### config.mk
export PLATFORM = sky130hd
export DESIGN_NAME = ascii_frame_ctrl_flat
export DESIGN_NICKNAME = d
export VERILOG_FILES = /design/src/rtl/ascii_pkg.sv /design/src/rtl/ascii_frame_ctrl_if.sv /design/src/rtl/ascii.sv /design/src/rtl/ascii_frame_ctrl.sv /design/src/flat_wrapper.sv
export SDC_FILE = /design/constraint.sdc
export NUM_CORES = 1
export LEC_CHECK = 0
export ABC_AREA = 1
export CAP_MARGIN = 25
export CORE_MARGIN = 5
export CORE_UTILIZATION = 55
export DETAILED_ROUTE_END_ITERATION = 16
export PLACE_DENSITY = 0.86
export SLEW_MARGIN = 20
export SYNTH_ARGS = -nofsm -noshare
export SYNTH_HDL_FRONTEND = slang
export SYNTH_SLANG_ARGS = --single-unit
export TNS_END_PERCENT = 30
### constraint.sdc
create_clock -name clk -period 5.1 [get_ports clk]
set_input_delay 1.02 -clock clk [delete_from_list [all_inputs] [get_ports clk]]
set_output_delay 1.02 -clock clk [all_outputs]
set_load 0.01 [all_outputs]
### src/rtl/ascii_pkg.sv
`default_nettype none
// ============================================================================
// Module   : ascii_pkg
// Purpose  : Shared constants and FSM encoding for the ASCII frame controller.
//            Holds the frame geometry, the NUL terminator value and the
//            controller state type.
// Revision : 1.0 - initial release
// ============================================================================
package ascii_pkg;

    localparam int          FRAME_BYTES = 24;
    localparam int          FRAME_W     = FRAME_BYTES * 8;   // 192 bits
    localparam logic [7:0]  NUL_BYTE    = 8'h00;

    typedef enum logic [1:0] {
        ST_IDLE = 2'd0,
        ST_LOAD = 2'd1,
        ST_EVAL = 2'd2,
        ST_DONE = 2'd3
    } state_t;

endpackage : ascii_pkg
`default_nettype wire

### src/rtl/ascii_frame_ctrl_if.sv
`default_nettype none
// ============================================================================
// Module   : ascii_frame_ctrl_if
// Purpose  : Byte-stream handshake into the ASCII frame controller.
// Signals  : in_valid - producer has a byte on in_byte
//            in_byte  - ASCII byte, first byte of a frame first
//            in_ready - controller takes in_byte this cycle
// Modports : master (byte producer), slave (frame controller)
// Revision : 1.0 - initial release
// ============================================================================
interface ascii_frame_ctrl_if;

    logic       in_valid;
    logic [7:0] in_byte;
    logic       in_ready;

    modport master (output in_valid, output in_byte, input  in_ready);
    modport slave  (input  in_valid, input  in_byte, output in_ready);

endinterface : ascii_frame_ctrl_if
`default_nettype wire

### src/rtl/ascii.sv
`default_nettype none
// ============================================================================
// Module   : ascii
// Purpose  : Combinational frame decoder. Flags a frame that opens with the
//            greeting "Hello" and contains only printable ASCII or NUL bytes.
// Ports    : frame - FRAME_W-bit frame, first byte in the top byte lane
//            match - decode result
// Revision : 1.0 - initial release
// ============================================================================
module ascii
    import ascii_pkg::*;
(
    input  logic [FRAME_W-1:0] frame,
    output logic               match
);

    localparam logic [39:0] GREETING = 40'h48656C6C6F;

    logic       w_printable;
    logic [7:0] w_ch;

    always_comb begin
        w_printable = 1'b1;
        w_ch        = '0;
        for (int i = 0; i < FRAME_W / 8; i++) begin
            w_ch = frame[8*i +: 8];
            if (!((w_ch == NUL_BYTE) || ((w_ch >= 8'h20) && (w_ch <= 8'h7E))))
                w_printable = 1'b0;
        end
        match = w_printable && (frame[FRAME_W-1 -: 40] == GREETING);
    end

endmodule : ascii
`default_nettype wire

### src/rtl/ascii_frame_ctrl.sv
`default_nettype none
// ============================================================================
// Module   : ascii_frame_ctrl
// Purpose  : Assembles an ASCII byte stream into a fixed-size frame, keeps a
//            running mod-256 checksum, and evaluates the finished frame with
//            the ascii decoder. A frame ends on a NUL byte or on its last byte.
// Ports    : clk, rst_n (async, active-low), clear (sync abort)
//            src        - byte stream handshake (slave side)
//            frame_data - assembled frame, first byte in the top byte lane
//            match      - registered decoder result of the last frame
//            checksum   - mod-256 sum of accepted bytes
//            byte_count - bytes accepted in the current frame
//            busy       - high while LOAD, EVAL or DONE
//            done       - one-cycle pulse once match/checksum are final
// Revision : 1.0 - initial release
// ============================================================================
module ascii_frame_ctrl #(
    parameter int FRAME_BYTES = ascii_pkg::FRAME_BYTES
) (
    input  logic                             clk,
    input  logic                             rst_n,
    input  logic                             clear,
    ascii_frame_ctrl_if.slave                src,
    output logic [FRAME_BYTES*8-1:0]         frame_data,
    output logic                             match,
    output logic [7:0]                       checksum,
    output logic [$clog2(FRAME_BYTES+1)-1:0] byte_count,
    output logic                             busy,
    output logic                             done
);

    import ascii_pkg::*;

    localparam int                FW       = FRAME_BYTES * 8;
    localparam int                CNT_W    = $clog2(FRAME_BYTES + 1);
    localparam logic [CNT_W-1:0]  LAST_IDX = CNT_W'(FRAME_BYTES - 1);

    state_t             r_state;
    state_t             w_state_nxt;
    logic               r_alive;        // low until the first edge after reset
    logic [FW-1:0]      r_frame_data;
    logic               r_match;
    logic [7:0]         r_checksum;
    logic [CNT_W-1:0]   r_byte_count;

    logic               w_ready;
    logic               w_accept;
    logic               w_last;
    logic               w_busy;
    logic               w_done;
    logic               w_dec_match;
    logic [CNT_W-1:0]   w_idx;

    // ------------------------------------------------------------------
    // State register
    // ------------------------------------------------------------------
    always_ff @(posedge clk or negedge rst_n) begin
        if (!rst_n) begin
            r_state <= ST_IDLE;
            r_alive <= 1'b0;
        end else begin
            r_state <= w_state_nxt;
            r_alive <= 1'b1;
        end
    end

    // ------------------------------------------------------------------
    // Next state and handshake/status outputs
    // ------------------------------------------------------------------
    always_comb begin
        w_state_nxt = r_state;
        w_ready     = 1'b0;
        w_busy      = 1'b0;
        w_done      = 1'b0;
        w_accept    = 1'b0;
        w_last      = 1'b0;
        w_idx       = '0;

        case (r_state)
            ST_IDLE: w_ready = r_alive;
            ST_LOAD: begin
                w_ready = 1'b1;
                w_busy  = 1'b1;
            end
            ST_EVAL: begin
                w_busy      = 1'b1;
                w_state_nxt = ST_DONE;
            end
            ST_DONE: begin
                w_busy      = 1'b1;
                w_done      = 1'b1;
                w_state_nxt = ST_IDLE;
            end
            default: w_state_nxt = ST_IDLE;
        endcase

        if (clear)
            w_ready = 1'b0;

        // In IDLE the count still shows the previous frame; the incoming
        // byte is always slot 0 of a new frame.
        w_idx    = (r_state == ST_IDLE) ? '0 : r_byte_count;
        w_accept = w_ready && src.in_valid;
        w_last   = (src.in_byte == NUL_BYTE) || (w_idx == LAST_IDX);

        if (w_accept)
            w_state_nxt = w_last ? ST_EVAL : ST_LOAD;

        if (clear) begin
            w_state_nxt = ST_IDLE;
            w_done      = 1'b0;
        end
    end

    // ------------------------------------------------------------------
    // Frame datapath: byte placement, counter, checksum, decoder capture
    // ------------------------------------------------------------------
    always_ff @(posedge clk or negedge rst_n) begin
        if (!rst_n) begin
            r_frame_data <= '0;
            r_match      <= 1'b0;
            r_checksum   <= 8'h00;
            r_byte_count <= '0;
        end else if (clear) begin
            r_frame_data <= '0;
            r_match      <= 1'b0;
            r_checksum   <= 8'h00;
            r_byte_count <= '0;
        end else begin
            if (w_accept && (r_state == ST_IDLE)) begin
                // First byte wipes the previous frame so unwritten slots
                // of a short frame read back as zero.
                r_frame_data <= {src.in_byte, {(FW-8){1'b0}}};
                r_checksum   <= src.in_byte;
                r_byte_count <= CNT_W'(1);
                r_match      <= 1'b0;
            end else if (w_accept) begin
                for (int i = 0; i < FRAME_BYTES; i++) begin
                    if (r_byte_count == CNT_W'(i))
                        r_frame_data[FW-1-8*i -: 8] <= src.in_byte;
                end
                r_checksum   <= r_checksum + src.in_byte;
                r_byte_count <= r_byte_count + CNT_W'(1);
            end

            if (r_state == ST_EVAL)
                r_match <= w_dec_match;
        end
    end

    ascii u_dec (
        .frame (r_frame_data),
        .match (w_dec_match)
    );

    assign src.in_ready = w_ready;
    assign frame_data   = r_frame_data;
    assign match        = r_match;
    assign checksum     = r_checksum;
    assign byte_count   = r_byte_count;
    assign busy         = w_busy;
    assign done         = w_done;

endmodule : ascii_frame_ctrl
`default_nettype wire

### src/flat_wrapper.sv
// flat-port wrapper written by rule: the top's interface ports become plain ports
module ascii_frame_ctrl_flat import ascii_pkg::*;
#(
    parameter int FRAME_BYTES = ascii_pkg::FRAME_BYTES
)
  (clk, rst_n, clear, frame_data, match, checksum, byte_count, busy, done, src_in_valid, src_in_byte, src_in_ready);
  ascii_frame_ctrl_if src_i ();
  input  logic clk;
  input  logic rst_n;
  input  logic clear;
  output logic [FRAME_BYTES*8-1:0] frame_data;
  output logic match;
  output logic [7:0] checksum;
  output logic [$clog2(FRAME_BYTES+1)-1:0] byte_count;
  output logic busy;
  output logic done;
  input wire logic [$bits(src_i.in_valid)-1:0] src_in_valid;
  input wire logic [$bits(src_i.in_byte)-1:0] src_in_byte;
  output wire logic [$bits(src_i.in_ready)-1:0] src_in_ready;
  assign src_i.in_valid = src_in_valid;
  assign src_i.in_byte = src_in_byte;
  assign src_in_ready = src_i.in_ready;
  ascii_frame_ctrl #(.FRAME_BYTES(FRAME_BYTES)) u_core (.clk(clk), .rst_n(rst_n), .clear(clear), .src(src_i), .frame_data(frame_data), .match(match), .checksum(checksum), .byte_count(byte_count), .busy(busy), .done(done));
endmodule
==> flow_metrics.env <==
export IMPL_status="finished, final reports clean"
export IMPL_utilization_pct=73.2
export IMPL_clkTransAtPathRegs_ps=60
export IMPL_finalHoldViolCount=0
export IMPL_setup_tns_ps=0
export IMPL_avgViaCountPerCell=5.52
export IMPL_final_cells=1669
export IMPL_cap_violations=0
export IMPL_layout_drive_gt1_share_pct=5.56
export IMPL_worst_pin_slew_ps=1020
export IMPL_die_area_um2=21000
export IMPL_relSlewSlack_pct=32.1
export IMPL_chipWidth_um=145
export IMPL_path_max_fanout=11
export IMPL_dp_cells=1628
export IMPL_cp_required_ps=4080
export IMPL_power_frac_clock_pct=36.4
export IMPL_fmax_mhz=279
export IMPL_netlist_area_um2=9990
export IMPL_synth_seq_cells=209
export IMPL_slowest_stage="clkdlybuf4s50_1"
export IMPL_max_stage_delay_ps=630
export IMPL_dpl_hpwl_mm=20.2
export IMPL_ys_seq_area_share_pct=52.3
export IMPL_vias=9215
export IMPL_yosysWarnings=0
export IMPL_drtIter0Drc=772
export IMPL_fin_crit_sh_pct=70.4
export IMPL_crit_chain="clkdlybuf4s50_1 > nor3_4 > clkdlybuf4s50_1"
export IMPL_synth_cell_types=43
export IMPL_grtUsageTotal_pct=27.7
export IMPL_io_buffers=220
export IMPL_syn_inst=1219
export IMPL_grt_max_degree=108
export IMPL_cts_tree="yes"
export IMPL_ant_nets=0
export IMPL_switching_power_mw=1.45
export IMPL_cts_root_buf="clkbuf_16"
export IMPL_clockBufferDepth=3
export IMPL_final_common_cell="nand2_1"
export IMPL_hold_class="reg2reg"
export IMPL_fin_crit_ps=3590
export IMPL_power_frac_comb_pct=22.0
export IMPL_grt_pass1_wl_mm=46.3
export IMPL_endpoint_kind="output port"
export IMPL_postCtsSetupRepairBufs=0
export IMPL_fin_skew_ps=9.11
export IMPL_die_h_um=145
export IMPL_grt_pass1_vias=8649
export IMPL_internal_power_mw=3.46
export IMPL_design_core_area_um2=17900
export IMPL_setup_violations=0
export IMPL_switching_share_pct=29.5
export IMPL_grt_overflow=0
export IMPL_cts_resized=0
export IMPL_io_pin_count=221
export IMPL_leakage_nw=5.89
export IMPL_postPlaceCellArea_um2=12300
export IMPL_slew_violations=0
export IMPL_nets=1450
export IMPL_worst_setup_path_start_kind="input pin"
export IMPL_drc=0
export IMPL_cp_common_cell="clkdlybuf4s50_1"
export IMPL_clock_sinks=209
export IMPL_drtPass1Iterations=7
export IMPL_cts_inserted_buffers=22
export IMPL_start_util_pct=55.8
export IMPL_layout_common_cells="nand2_1 (399), clkdlybuf4s50_1 (219), dfrtp_1 (209)"
export IMPL_hold_buffers=0
export IMPL_irDropWorstVdd_mv=0.257
export IMPL_power_mw=4.90
export IMPL_drt_wirelength_per_cell_um=17.4
export IMPL_rsz0062_at_grt="false"
export IMPL_syn_mean_instance_area_um2=8.20
export IMPL_routed_wl_mm=29.1
export IMPL_gp_congestion=0.906
export IMPL_worst_path_buf_inv=2
export IMPL_nFillCells=1292
export IMPL_seqPwrFrac_pct=41.6
export IMPL_syn2layout_area_growth_pct=31.1
export IMPL_clock_latency_ps=500
export IMPL_stdcell_area_um2=13100
export IMPL_rows=49
export IMPL_path_delay_family="buffers and inverters"
export IMPL_p_per_area_nw_per_um2=374
export IMPL_crit_type="in2out"
export IMPL_antenna_found_initial=0
export IMPL_ctsHtreeMaxLevel=1
export IMPL_arrival_ps=2570
export IMPL_synth_nets=1244
export IMPL_diodes=0
## per-layer routing
metal	vias up	GRT usage (%)	routed length, µm
li1	4345	-	-
met3	76	3.98	2160
met5	-	0	0
met4	0	9.28	1040
met1	4387	38.5	11900
met2	407	45.2	13900
## through the flow
stage          hold WS (ps)  worst slack [ps]
2_1_floorplan           532              2670
3_3_place_gp            491              1390
3_5_place_dp            496              1270
4_1_cts                 511              1500
5_1_grt                 530              1440
6_report                515              1510
## area by class of cell
cell class	count	area, µm²	share of cell area (%)
flip-flops and latches	209	5230	39.9
multi-input cells	859	4090	31.2
repair buffers	225	2270	17.3
clock buffers	29	638	4.87
inverters	108	413	3.15
well taps	229	287	2.19
clock inverters	10	178	1.36
## synth_stat cells (all sizes together)
library cell,instances,area [µm²]
clkinv,3,11.3
o21ai,215,1080
o221ai,1,8.76
o31ai,1,21.3
o211ai,6,45.0
xnor2,2,17.5
a31oi,9,176
nand3,51,255
inv,105,402
o22ai,3,18.8
o21bai,1,7.51
and2,1,6.26
ha,12,150
fa,1,20.0
buf,27,203
nor2,110,457
conb,1,3.75
o21a,1,7.51
or2,3,18.8
nand4,12,75.1
a21boi,1,7.51
a21oi,12,78.8
nor3,8,51.3
xor2,1,8.76
clkbuf,16,68.8
a22oi,3,22.5
a21o,1,7.51
nand3b,1,7.51
nand2,402,1530
dfrtp,209,5230
## logic make-up after synthesis
| group | Yosys count | share of synthesized area (%) |
|---|---|---|
| other | 1 | 0.0375 |
| AND/OR/NAND/NOR | 588 | 24.0 |
| buffers and inverters | 151 | 6.85 |
| AO/OA/AOI/OAI | 254 | 14.8 |
| flip-flops | 209 | 52.3 |
| XOR/XNOR | 3 | 0.263 |
| adder cells (fa/ha/maj) | 13 | 1.70 |
## flip-flops by register name, indices dropped and copies added (netlist names)
| signal | flops |
|---|---|
| u_core.checksum | 8 |
| u_core.r_state | 2 |
| u_core.byte_count | 5 |
| u_core.r_alive | 1 |
| u_core.match | 1 |
| u_core.frame_data | 192 |
## final timing paths
| check | startpoint | to | depth (start not counted) | slack (ps) |
|---|---|---|---|---|
| setup / recovery | clear | src_in_ready | 3 | 1510 |
| hold / removal | u_core.frame_data[178] | u_core.frame_data[178] | 2 | 510 |
| setup reg to reg | u_core.r_state[1] | u_core.frame_data[13] | 6 | 2750 |
| hold reg to reg | u_core.frame_data[178] | u_core.frame_data[178] | 2 | 510 |
| max in group asynchronous | rst_n | u_core.frame_data[129] | 2 | 3490 |
| min in group asynchronous | rst_n | u_core.checksum[3] | 1 | 590 |
## worst register-to-register path, stage by stage, from the launching register on
cell,delay (ps)
dfrtp_1,440
nor3_4,240
nand2_4,170
inv_4,150
nand2_4,130
nand2_1,780
o21ai_0,270
## power by group through the flow
stage	registers, mW	clock network (mW)	logic (mW)
after floorplan	2.09	0	0.467
after global placement	2.05	0	1.05
after detailed placement	2.06	0	1.07
after CTS	2.03	1.80	1.08
after global routing	2.06	1.86	1.19
final	2.04	1.79	1.08
No activity file was read; power rests on OpenSTA's default activity.
